--- config.mk ---
export PLATFORM = sky130hd
export DESIGN_NAME = alu_issue_ctrl
export DESIGN_NICKNAME = d
export VERILOG_FILES = /design/src/rtl/alu_issue_ctrl.sv
export SDC_FILE = /design/constraint.sdc
export NUM_CORES = 1
export LEC_CHECK = 0
export ABC_AREA = 1
export CORE_AREA = 2 2 126 128
export CTS_BUF_LIST = sky130_fd_sc_hd__clkbuf_8
export DETAILED_ROUTE_END_ITERATION = 6
export DIE_AREA = 0 0 128 130
export PLACE_DENSITY = 0.79
export SYNTH_ARGS = -nofsm -noshare
export SYNTH_HDL_FRONTEND = slang
export SYNTH_SLANG_ARGS = --single-unit
--- constraint.sdc ---
create_clock -name clk_i -period 7 [get_ports clk_i]
set_input_delay 1.4 -clock clk_i [delete_from_list [all_inputs] [get_ports clk_i]]
set_output_delay 1.4 -clock clk_i [all_outputs]
set_load 0.02 [all_outputs]
--- src/rtl/alu_issue_ctrl.sv ---
// alu_issue_ctrl: registered ALU issue stage. Decodes ALUOp/funct into the
// 4-bit ALU control code, selects operands, and buffers up to DEPTH decoded
// ops behind a valid/ready handshake. Also keeps a saturating count of
// accepted illegal ops.
module alu_issue_ctrl #(
   parameter int DEPTH = 2,
   parameter int CNT_W = 8
) (
   input  logic             clk_i,
   input  logic             rst_i,
   input  logic             flush_i,
   input  logic             valid_i,
   output logic             ready_o,
   input  logic [2:0]       aluop_i,
   input  logic [5:0]       funct_i,
   input  logic [4:0]       shamt_i,
   input  logic             alusrc_i,
   input  logic [31:0]      rs_data_i,
   input  logic [31:0]      rt_data_i,
   input  logic [31:0]      imm_i,
   output logic             valid_o,
   input  logic             ready_i,
   output logic [3:0]       ctrl_o,
   output logic [31:0]      src1_o,
   output logic [31:0]      src2_o,
   output logic             illegal_o,
   output logic [CNT_W-1:0] illegal_cnt_o
);

   localparam int PTR_W   = (DEPTH > 1) ? $clog2(DEPTH) : 1;
   localparam int COUNT_W = $clog2(DEPTH + 1);

   // Returns {illegal, ctrl}; an undefined op yields 5'h1F (illegal, ctrl=F).
   function automatic logic [4:0] decode_op(input logic [2:0] aluop,
                                            input logic [5:0] funct);
      logic [4:0] r;
      r = 5'h1F;
      case (aluop)
         3'b000: r = 5'h02;
         3'b001: r = 5'h06;
         3'b010: begin
            case (funct)
               6'h20:   r = 5'h02;
               6'h22:   r = 5'h06;
               6'h24:   r = 5'h00;
               6'h25:   r = 5'h01;
               6'h2A:   r = 5'h07;
               6'h27:   r = 5'h0C;
               6'h03:   r = 5'h09;
               6'h07:   r = 5'h09;
               default: r = 5'h1F;
            endcase
         end
         3'b011: r = 5'h07;
         3'b100: r = 5'h01;
         3'b101: r = 5'h0A;
         3'b110: r = 5'h0B;
         default: r = 5'h1F;
      endcase
      return r;
   endfunction

   // Counter increment that sticks at all-ones instead of wrapping.
   function automatic logic [CNT_W-1:0] sat_inc(input logic [CNT_W-1:0] v);
      return (&v) ? v : v + 1'b1;
   endfunction

   logic [3:0]         ctrl_p0;
   logic               illegal_p0;
   logic [31:0]        src1_p0;
   logic [31:0]        src2_p0;

   logic [3:0]         ctrl_mem_p1    [DEPTH];
   logic [31:0]        src1_mem_p1    [DEPTH];
   logic [31:0]        src2_mem_p1    [DEPTH];
   logic               illegal_mem_p1 [DEPTH];

   logic [PTR_W-1:0]   wr_ptr;
   logic [PTR_W-1:0]   rd_ptr;
   logic [COUNT_W-1:0] count;
   logic [CNT_W-1:0]   illegal_cnt;
   logic               push;
   logic               pop;

   // Stage p0: combinational decode and operand select of the incoming op.
   always_comb begin
      {illegal_p0, ctrl_p0} = decode_op(aluop_i, funct_i);
      src1_p0 = ((aluop_i == 3'b010) && (funct_i == 6'h03)) ? {27'b0, shamt_i} : rs_data_i;
      src2_p0 = alusrc_i ? imm_i : rt_data_i;
   end

   assign ready_o = (count < COUNT_W'(DEPTH));
   assign valid_o = (count != '0);
   assign push    = valid_i & ready_o;
   assign pop     = valid_o & ready_i;

   // Stage p1: entry storage; payload needs no reset since outputs are masked when empty.
   always_ff @(posedge clk_i) begin
      if (push && !flush_i) begin
         ctrl_mem_p1[wr_ptr]    <= ctrl_p0;
         src1_mem_p1[wr_ptr]    <= src1_p0;
         src2_mem_p1[wr_ptr]    <= src2_p0;
         illegal_mem_p1[wr_ptr] <= illegal_p0;
      end
   end

   // Queue control: pointers and occupancy; flush beats any push/pop.
   always_ff @(posedge clk_i) begin
      if (!rst_i) begin
         wr_ptr <= '0;
         rd_ptr <= '0;
         count  <= '0;
      end else if (flush_i) begin
         wr_ptr <= '0;
         rd_ptr <= '0;
         count  <= '0;
      end else begin
         if (push) wr_ptr <= wr_ptr + 1'b1;
         if (pop)  rd_ptr <= rd_ptr + 1'b1;
         case ({push, pop})
            2'b10:   count <= count + COUNT_W'(1);
            2'b01:   count <= count - COUNT_W'(1);
            default: count <= count;
         endcase
      end
   end

   // Illegal-op counter: counts accepted illegal pushes, survives flush.
   always_ff @(posedge clk_i) begin
      if (!rst_i) begin
         illegal_cnt <= '0;
      end else if (push && !flush_i && illegal_p0) begin
         illegal_cnt <= sat_inc(illegal_cnt);
      end
   end

   // Head presentation: zero when the queue is empty.
   always_comb begin
      ctrl_o    = '0;
      src1_o    = '0;
      src2_o    = '0;
      illegal_o = 1'b0;
      if (valid_o) begin
         ctrl_o    = ctrl_mem_p1[rd_ptr];
         src1_o    = src1_mem_p1[rd_ptr];
         src2_o    = src2_mem_p1[rd_ptr];
         illegal_o = illegal_mem_p1[rd_ptr];
      end
   end

   assign illegal_cnt_o = illegal_cnt;

endmodule

Yosys cells after proc, flatten, opt, wreduce, memory -nomap -nowiden --
Memory sizes are Yosys's and may differ from the RTL's. A register that Yosys moved wholly into a read port is not among the register bits. Cells that the tools add are included.
Cells by class: add/sub/neg operators 5, mux-type cells 19, equal/unequal tests 16, reductions and logical operators 11, bitwise operators 4, magnitude comparators 1
Operators by type and width (number):
- 32-bit two-way mux | 4
- 5-bit case mux with 7 select lines | 2
- 6-bit == test (second input constant) | 6
- 1-bit two-way mux | 11
- 3-bit == test (second input constant) | 3
- 8-bit by 1-bit adder with 8-bit output (second input constant) | 1
- 8-bit AND reduction | 1
- 3-bit by 2-bit == test with 1-bit output (second input constant) | 2
- 6-bit by 2-bit == test with 1-bit output (second input constant) | 1
- 6-bit by 3-bit == test with 1-bit output (second input constant) | 1
- 4-bit two-way mux | 1
- 2-bit case mux with 2 select lines | 1
- 2-bit nonzero test | 2
- 2-bit OR reduction | 2
- 3-bit by 1-bit == test with 1-bit output (second input constant) | 1
- 1-bit logical AND | 3
- 3-bit zero test | 1
- 1-bit adder (second input constant) | 2
- 2-bit by 1-bit adder with 2-bit output (second input constant) | 1
- 1-bit AND | 2
- 2-bit by 1-bit == test with 1-bit output (second input constant) | 1
- 2-bit == test (second input constant) | 1
- 2-bit < comparator (second input constant) | 1
- 1-bit inverter | 2
- other kinds (3) | 3
Word-level totals: output and inout port bits 79, RAM bits 138, word-level logic and storage cells 64, input bits 116, flip-flop bits (word level) 12, memories kept 4
Memories:
- src1_mem_p1 | words 2, width 32, rd ports 1, clocked after Yosys merged registers in 1, write ports 1, line 74 | logic [31:0] src1_mem_p1 [DEPTH];
- src2_mem_p1 | words 2, width 32, rd ports 1, clocked after Yosys merged registers in 1, write ports 1, line 75 | logic [31:0] src2_mem_p1 [DEPTH];
- ctrl_mem_p1 | words 2, width 4, rd ports 1, clocked after Yosys merged registers in 1, write ports 1, line 73 | logic [3:0] ctrl_mem_p1 [DEPTH];
- illegal_mem_p1 | words 2, width 1, rd ports 1, clocked after Yosys merged registers in 1, write ports 1, line 76 | logic illegal_mem_p1 [DEPTH];

Longest topological paths before layout --
Gate-level depths: netlist of run 1.
depth after elaboration 6, mapped depth 12, mapped depth without buffers 11

Worst setup path before layout of run 1 --
No wires, ideal clock.
path kind input -> register, start input valid_i, end memory ctrl_mem_p1[1][0] (enable), path buffers 0, arrival time 6.181 ns, setup slack 0.238 ns, stages 2, data required time 6.419 ns, setup time 0.581 ns, cell sequence nand2_1 > nor3_1
Between the ends: longest elaborated chain between the ends 4
RTL lines:
- start, declared | line 12 | input logic valid_i,
- 1-bit AND | line 94 | assign push = valid_i & ready_o;
- 1-bit logical AND | line 99 | if (push && !flush_i) begin
- 1-bit two-way mux | line 99
- 1-bit two-way mux (not written as such) | line 100 | ctrl_mem_p1[wr_ptr] <= ctrl_p0;
- end, declared | line 73
No other way between the ends.

==> flow_summary_export.csv, run 1 <==
group,metric,value,unit
outcome,outcome,"finished, final reports clean",
floorplanning,initial_core_util,44.09,%
clock_network,post_cts_buffers,0,
timing,finClkSkew,6.411,ps
logic_synthesis,synth_edf_count,138,
timing,fmax,221.1,MHz
min_path,hp-class,"flop to flop",
min_path,whs_path_depth,2,
routing,vias,5078,
layout,area_growth_syn_to_layout,36.90,%
logic_synthesis,synthCells,646,
min_path,min_from,"rd_ptr",
grt,grt-ovfl-total,0,
critical_path,slowest_delay,1000,ps
routing,first_pass_iters,4,
critical_path,worst_path_max_delay_cell,"inv_2",
logic_synthesis,synth_ff_type,"edfxtp_1",
timing,tns,0,ps
clock_network,hold_buffers,0,
clock_network,clock_path_buffers,2,
clock_network,cts_max_level,4,
clock_network,numCtsBuffers,17,
logic_synthesis,yosys-top-cells-area,"edfxtp_1 (61%), nand2_1 (10%), a21oi_1 (5.5%)",
logic_synthesis,synth_seq_cells,151,
grt,groute.usage.overall,18.50,%
critical_path,r2r-end,"count[1]",
place,dpl_worst_slack,2846,ps
timing,drv_slew,0,
grt,busiest_layer,"met2",
power_and_ir_drop,powerDensity,210.3,nW/um^2
place,io_buffers,194,
place,place_area,8897,um^2
layout,fillers,1286,
critical_path,cp.buffers_inverters,3,
critical_path,worstPathRequired,5600,ps
grt,grt_pass1_wl,23.66,mm
logic_synthesis,async_flop_share,0,%
critical_path,crit_path_start_kind,"flop",
critical_path,crit_chain,"buf_4, inv_2, nand2_1, a21oi_1, clkdlybuf4s50_1",
floorplanning,row_count,46,
routing,antenna_left,0,
power_and_ir_drop,power_leakage,3.501,nW
critical_path,critPathKind,"flop to output port",
clock_network,clock_sinks,151,
grt,grt_use_met3,5.125,%
critical_path,r2r_start,"count[1]",
floorplanning,io_pins,195,
place,gp_congestion,0.7988,
routing,drtIter0Drc,250,
grt,antenna_found_initial,1,
routing,drc,0,
grt,use_met2,32.40,%
critical_path,reg2reg_setup_slack,4340,ps
critical_path,worstPathArrival,3120,ps
timing,layout_setup_ws,2477,ps
clock_network,cts.clk_slew.worst_paths,80,ps
logic_synthesis,ys_types,33,
critical_path,reg2reg_depth,10,
floorplanning,dieWidth,128,um
routing,routed_wl,15.56,mm
critical_path,critical-path-top-delay-family,"buffers and inverters",
place,placed_cells,1006,
logic_synthesis,avgSynthCellArea,10.53,um^2
timing,relSlewSlack,17.43,%
logic_synthesis,yosys.area.top_type,"edfxtp_1",
floorplanning,die-area,16640,um^2
place,hpwl,9.997,mm
logic_synthesis,synth.yosys.seq_area_share,64.75,%
routing,viasPerCell,4.892,
job,cap_violations,0,
routing,routedWlPerCell,14.99,um
clock_network,clock_latency,430,ps
timing,post-route-period-util,64.62,%
logic_synthesis,synth_area,6802,um^2
critical_path,cp-end-kind,"output port",
logic_synthesis,yosys_warnings,0,
layout,num-nets-final,951,
logic_synthesis,synth_top_area_share,60.93,%
timing,rsz0062_at_grt,"no",
layout,stdcell_area,9311,um^2
power_and_ir_drop,fin_total_pwr,1.958,mW
timing,worst_pin_slew,1237,ps
logic_synthesis,synth_common_cells,"nand2_1 (189), edfxtp_1 (138), a21oi_1 (75), inv_1 (57), nor2_1 (48)",
grt,grt_pass1_vias,4760,
layout,antennaDiodeCount,0,
floorplanning,fp.dieH,130,um
grt,grt_max_degree,71,
timing,min_period,4523,ps
floorplanning,core_area,15420,um^2
clock_network,cts-root-buf,"clkbuf_8",
logic_synthesis,syn_nets,764,
clock_network,ctsResizeCount,0,
clock_network,cts_tree,"done",
timing,hold_violations,0,
logic_synthesis,synth_most_common_cell,"nand2_1",
critical_path,cp_max_fo,70,
power_and_ir_drop,peakVddDrop,130.0,uV
layout,drive_gt1_share,10.99,%
grt,grt_use_met1,21.95,%
layout,final_cells,1038,
timing,setup_violations,0,
## layout by cell type, fill, tap and decap left out, types with 6 or more instances in the layout
cell type,count
clkbuf_8,17
inv_2,9
a21oi_1,75
dfxtp_1,12
buf_4,6
nand2_1,189
inv_1,58
clkdlybuf4s50_1,194
mux2_2,28
nand4_1,9
nand3_1,14
nor2_1,45
edfxtp_1,138
clkinv_4,7
nor2_2,6
## tightest hold or removal path, stage by stage, from the launching register on
cell and delay, ps:
dfxtp_1 310, nand2_1 70, a21oi_1 60
## power breakdown
part	internal (mW)	switching, mW
Clock	0.354	0.322
Sequential	1.02	0.00805
Combinational	0.128	0.128
## worst max-delay path by stage
stage | startpoint | to | slack (ps) | cells after the start
2_1_floorplan | valid_i | ctrl_mem_p1[1][0] | 240 | 2
3_3_place_gp | flop | src1_o[21] | 2830 | 5
3_5_place_dp | flop | src1_o[21] | 2850 | 5
4_1_cts | flop | src1_o[21] | 2350 | 5
5_1_grt | flop | src1_o[22] | 2170 | 5
6_report | flop | src1_o[21] | 2480 | 5
## stage by stage
stage	util [%]	hold slack, ps
6_report	60.37	487.8
3_5_place_dp	57.68	480.9
4_1_cts	60.37	492.6
3_3_place_gp	57.68	448.9
5_1_grt	60.37	520.5
2_1_floorplan	-	440.9
## per-layer routing
| metal | vias to the layer above | wire [um] | part of all wire [%] |
|---|---|---|---|
| li1 | 2535 | - | - |
| met1 | 2363 | 6191 | 40 |
| met2 | 150 | 7998 | 51 |
| met3 | 28 | 1034 | 6.6 |
| met4 | 2 | 318 | 2.0 |
| met5 | - | 13 | 0.084 |
## registers in the layout, indices dropped and copies added (netlist names), named ones only
signal,flops
count,2
illegal_mem_p1,2
illegal_cnt_o,8
ctrl_mem_p1,8
rd_ptr,1
src1_mem_p1,64
src2_mem_p1,64
wr_ptr,1
## final cells by class
class,instances,area (um^2),area share [%]
Timing Repair Buffer,200,1987,21.34
Inverter,66,247.7,2.661
Multi-Input combinational cell,397,2017,21.66
Tap cell,192,240.2,2.580
Sequential cell,151,4405,47.31
Clock buffer,17,234.0,2.513
Clock inverter,15,180.2,1.935
## logic make-up after synthesis
kind of cell | synth area share, %
flops | 64.75
fa+ha+maj | 0.3679
mux | 5.298
buf+inv | 5.924
xor+xnor | 0.2576
compound gates | 6.034
simple gates | 17.37
No activity file was read; power rests on OpenSTA's default activity.
==> inputs of run 2 (changes only) <==
- clock period: 7 -> 3.96 ns (I/O delays scaled with it)
==> run 2 against run 1 <==
Compared with the run above:
- die area unchanged
- sequential share of layout area decreased by 0.47 points
- global-route usage decreased by 0.63 points
- via count decreased by 1.0%
- sequential power increased by 76%
- total power increased by 82%
- hold slack got worse by 24 ps
- first-iteration DRC count increased by 25%
- non-clock buffer count increased by 3
- clock skew increased by 3.9 ps
- clock-buffer cell count unchanged
- flip-flop and latch count unchanged
==> flow_summary_export.csv, run 2 (same netlist as run 1, synthesis figures left out) <==
group,metric,value,unit
routing,viasPerCell,4.837,
place,place_area,8964,um^2
clock_network,clock_sinks,151,
layout,fillers,1272,
clock_network,cts-root-buf,"clkbuf_8",
timing,fmax,286.9,MHz
clock_network,post_cts_buffers,0,
layout,stdcell_area,9405,um^2
clock_network,hold_buffers,0,
floorplanning,initial_core_util,44.09,%
layout,reg_top3,"src1_mem_p1 (64), src2_mem_p1 (64)",
routing,antenna_left,0,
clock_network,cts_max_level,4,
grt,antenna_found_initial,0,
floorplanning,io_pins,195,
critical_path,crit_path_start_kind,"flop",
routing,drc,0,
routing,vias,5026,
power_and_ir_drop,power_leakage,3.544,nW
layout,area_growth_syn_to_layout,38.28,%
grt,grt_pass1_wl,22.89,mm
timing,worst_pin_slew,888.3,ps
grt,groute.usage.overall,17.87,%
timing,post-route-period-util,88.03,%
timing,tns,0,ps
place,io_buffers,194,
layout,drive_gt1_share,11.10,%
clock_network,ctsResizeCount,0,
timing,drv_slew,0,
power_and_ir_drop,peakVddDrop,215.9,uV
clock_network,clock_path_buffers,2,
critical_path,slowest_delay,650,ps
grt,grt_pass1_vias,4802,
clock_network,cts_tree,"done",
layout,final_common_cell,"clkdlybuf4s50_1",
place,hpwl,9.874,mm
place,gp_congestion,0.8002,
floorplanning,core_area,15420,um^2
power_and_ir_drop,powerDensity,378.7,nW/um^2
floorplanning,fp.dieH,130,um
floorplanning,dieWidth,128,um
timing,relSlewSlack,40.56,%
critical_path,cp-end-kind,"output port",
routing,first_pass_iters,4,
routing,routed_wl,15.07,mm
layout,antennaDiodeCount,0,
min_path,hp-class,"flop to flop",
routing,routedWlPerCell,14.51,um
critical_path,critPathKind,"flop to output port",
floorplanning,row_count,46,
timing,min_period,3486,ps
timing,hold_violations,0,
timing,holdWs,464.0,ps
grt,grt-ovfl-total,0,
critical_path,crit_chain,"inv_2, buf_12, nand2_1, a21oi_1, clkdlybuf4s50_1",
timing,finClkSkew,10.30,ps
job,cap_violations,0,
clock_network,clock_latency,430,ps
timing,setup_violations,0,
clock_network,numCtsBuffers,17,
routing,drtIter0Drc,313,
layout,final_cell_mix,"clkdlybuf4s50_1 (194), nand2_1 (189), edfxtp_1 (138)",
critical_path,worst_path_max_delay_cell,"clkdlybuf4s50_1",
critical_path,cp_max_fo,37,
outcome,outcome,"finished, final reports clean",
critical_path,worstPathArrival,2690,ps
layout,num-nets-final,954,
grt,grt_max_degree,70,
clock_network,cts.clk_slew.worst_paths,80,ps
timing,rsz0062_at_grt,"no",
floorplanning,die-area,16640,um^2
critical_path,worstPathRequired,3170,ps
==> run 2: cell count changes in the layout (fill, tap and decap cells not counted), sizes merged <==
cell / delta
clkinv: -6
buf: +3
bufinv: +2
inv: +1
clkinvlp: +1
==> run 2: path summary, 6_finish.rpt <==
| check | from | end | slack, ps | cells after the start |
|---|---|---|---|---|
| setup reg to reg | count[0] | count[1] | 2000 | 10 |
| hold reg to reg | wr_ptr | wr_ptr | 460 | 2 |
| setup / recovery | flop | src2_o[31] | 470 | 5 |
| hold / removal | wr_ptr | wr_ptr | 460 | 2 |
==> run 2: worst max-delay path: cells and delay by family, from the launching register on <==
family | cells | cell delay [ps]
compound gates | 1 | 190
buf+inv | 3 | 1480
flops | 1 | 490
simple gates | 1 | 70
==> run 2: through the flow <==
step	power, mW	cells	utilization (%)	setup slack, ps
floorplan	2.064	646	-	841.9
global placement	2.300	1009	58.11	910.2
detailed placement	2.308	1009	58.11	932.6
CTS	3.587	1039	60.98	458.8
global route	3.686	1039	60.98	288.5
finish	3.561	1039	60.98	474.0
==> run 2: cell type report <==
type	count	area, um^2	share of cell area [%]
Multi-Input combinational cell	397	2023	21.51
Tap cell	192	240.2	2.554
Sequential cell	151	4405	46.84
Timing Repair Buffer	203	2047	21.76
Clock inverter	13	207.7	2.208
Inverter	66	247.7	2.634
Clock buffer	17	234.0	2.488
==> run 2: metal layers <==
metal | track usage (%) | wire length [um] | vias up
met2 | 30.58 | 7528 | 155
met5 | 0 | 0 | -
met1 | 21.82 | 6312 | 2314
li1 | - | - | 2534
met3 | 4.633 | 911 | 23
met4 | 7.111 | 321 | 0
==> run 2: power breakdown <==
group / internal [mW] / switching [mW]
Clock: 0.743 / 0.548
Sequential: 1.80 / 0.0151
Combinational: 0.230 / 0.226
Total: 2.77 / 0.790
==> inputs of run 3 (changes only) <==
- CTS_CLUSTER_SIZE: unset -> 16
- RECOVER_POWER: unset -> 50
==> run 3 against run 2 <==
Compared with the run above:
- the run now ends with capacitance limit, slew limit left
- register-to-register slack lost 580 ps
- cell area shrank 0.72%
- worst setup slack better by 2.4 ps
- sequential power about the same
- wire length about the same
- die area did not move
- non-clock buffer count did not move
- core utilization fell by 0.44 points
- hold slack about the same
- first-iteration DRC count fell by 12%
- critical path depth stayed put
- critical path type unchanged
==> flow_summary_export.csv, run 3 (same netlist as run 1, synthesis figures left out) <==
group,metric,value,unit
outcome,outcome,"complete, but fails checks",
outcome,violations,"capacitance limit, slew limit",
min_path,hp-class,"flop to flop",
clock_network,cts-root-buf,"clkbuf_8",
critical_path,reg2reg_depth,4,
clock_network,clock_sinks,151,
critical_path,crit_path_start_kind,"flop",
floorplanning,fp.dieH,130,um
critical_path,worstPathRequired,3170,ps
critical_path,r2r-end,"src1_mem_p1[1][16]",
layout,stdcell_area,9338,um^2
timing,drv_slew,173,
clock_network,post_cts_buffers,0,
timing,layout_setup_ws,476.4,ps
routing,antenna_left,0,
layout,fillers,1281,
timing,finClkSkew,12.54,ps
critical_path,critPathKind,"flop to output port",
routing,routedWlPerCell,14.52,um
floorplanning,row_count,46,
clock_network,numCtsBuffers,17,
layout,num-nets-final,954,
power_and_ir_drop,fin_total_pwr,3.553,mW
grt,grt_pass1_wl,22.89,mm
critical_path,cp-end-kind,"output port",
routing,first_pass_iters,4,
layout,final_common_cell,"nand2_1",
layout,final_cell_mix,"nand2_1 (191), clkdlybuf4s50_1 (190), edfxtp_1 (138)",
routing,viasPerCell,4.885,
place,place_area,8964,um^2
min_path,hold_end,"wr_ptr",
place,gp_congestion,0.8002,
layout,antennaDiodeCount,0,
job,cap_violations,3,
clock_network,clock_latency,430,ps
floorplanning,dieWidth,128,um
min_path,min_from,"wr_ptr",
critical_path,crit_chain,"inv_2, buf_12, nand2_1, a21oi_1, clkdlybuf4s50_1",
grt,groute.usage.overall,17.87,%
clock_network,cts.clk_slew.worst_paths,80,ps
routing,drtIter0Drc,274,
power_and_ir_drop,power_leakage,3.529,nW
clock_network,cts_max_level,4,
critical_path,cp_max_fo,37,
timing,post-route-period-util,87.97,%
critical_path,worst_path_max_delay_cell,"clkdlybuf4s50_1",
power_and_ir_drop,powerDensity,380.5,nW/um^2
floorplanning,core_area,15420,um^2
timing,rsz0062_at_grt,"no",
clock_network,hold_buffers,0,
timing,fmax,287.1,MHz
floorplanning,initial_core_util,44.09,%
routing,vias,5075,
layout,area_growth_syn_to_layout,37.29,%
layout,drive_gt1_share,7.674,%
grt,antenna_found_initial,0,
critical_path,worstPathArrival,2690,ps
timing,setup_violations,0,
timing,worst_pin_slew,1858,ps
timing,relSlewSlack,-23.85,%
grt,grt_pass1_vias,4802,
clock_network,cts_tree,"done",
floorplanning,die-area,16640,um^2
critical_path,critical-path-top-delay-family,"buffers and inverters",
routing,drc,0,
timing,min_period,3484,ps
place,io_buffers,194,
grt,grt_max_degree,70,
critical_path,r2r_start,"count[1]",
place,dpl_worst_slack,932.6,ps
timing,tns,0,ps
floorplanning,io_pins,195,
clock_network,clock_path_buffers,2,
power_and_ir_drop,peakVddDrop,215.3,uV
layout,reg_top3,"src1_mem_p1 (64), src2_mem_p1 (64)",
critical_path,reg2reg_setup_slack,1420,ps
critical_path,slowest_delay,640,ps
timing,hold_violations,0,
min_path,whs_path_depth,2,
critical_path,cp.buffers_inverters,3,
grt,grt-ovfl-total,0,
place,hpwl,9.874,mm
routing,routed_wl,15.08,mm
clock_network,ctsResizeCount,0,
==> run 3: changes by cell type in the layout (fill, tap and decap cells not counted), moves of 2 or more <==
cell / change
clkbuf_2: +2
mux2_2: -24
buf_12: -2
mux2_1: +24
dlygate4sd3_1: +4
nand2_1: +2
clkdlybuf4s50_1: -4
==> run 3: worst register-to-register path: stages (launching register included) <==
cell      delay, ps
dfxtp_1         360
inv_2           100
nand2_1         100
nor3_1          150
clkbuf_2       1340
==> run 3: metrics by stage <==
stage                     util, %  hold slack [ps]  cells
final                       60.54            464.3   1039
after global routing        60.54            503.2   1039
after CTS                   60.98            466.3   1039
after detailed placement    58.11            453.7   1009
after global placement      58.11            448.5   1009
after floorplan                 -            441.1    646
==> run 3: how the worst max path moves through the flow <==
stage	slack [ps]	start	depth (start not counted)	end
detailed placement	930	flop	5	src2_o[31]
global placement	910	flop	4	src1_o[16]
finish	480	flop	5	src2_o[31]
global route	290	flop	5	src2_o[31]
CTS	460	flop	5	src2_o[31]
floorplan	840	valid_i	2	ctrl_mem_p1[0][0]
==> run 3: final cells by class <==
| cell class | count | area, um^2 | share of cell area (%) |
|---|---|---|---|
| Inverter | 66 | 247.7 | 2.653 |
| Clock inverter | 13 | 207.7 | 2.224 |
| Sequential cell | 151 | 4405 | 47.18 |
| Tap cell | 192 | 240.2 | 2.573 |
| Timing Repair Buffer | 203 | 2013 | 21.56 |
| Clock buffer | 17 | 234.0 | 2.506 |
| Multi-Input combinational cell | 397 | 1989 | 21.31 |
==> run 3: metal layers <==
metal | global-route usage [%] | routed length [um]
met5 | 0 | 0
met3 | 4.633 | 934
met4 | 7.111 | 337
met2 | 30.58 | 7511
met1 | 21.82 | 6300
==> run 3: power breakdown <==
| part | switching [mW] | leakage (nW) | internal, mW | total (mW) |
|---|---|---|---|---|
| Clock | 0.549 | 0.221 | 0.743 | 1.29 |
| Combinational | 0.224 | 1.94 | 0.220 | 0.444 |
| Sequential | 0.0151 | 1.37 | 1.80 | 1.82 |
| Total | 0.788 | 3.53 | 2.76 | 3.55 |
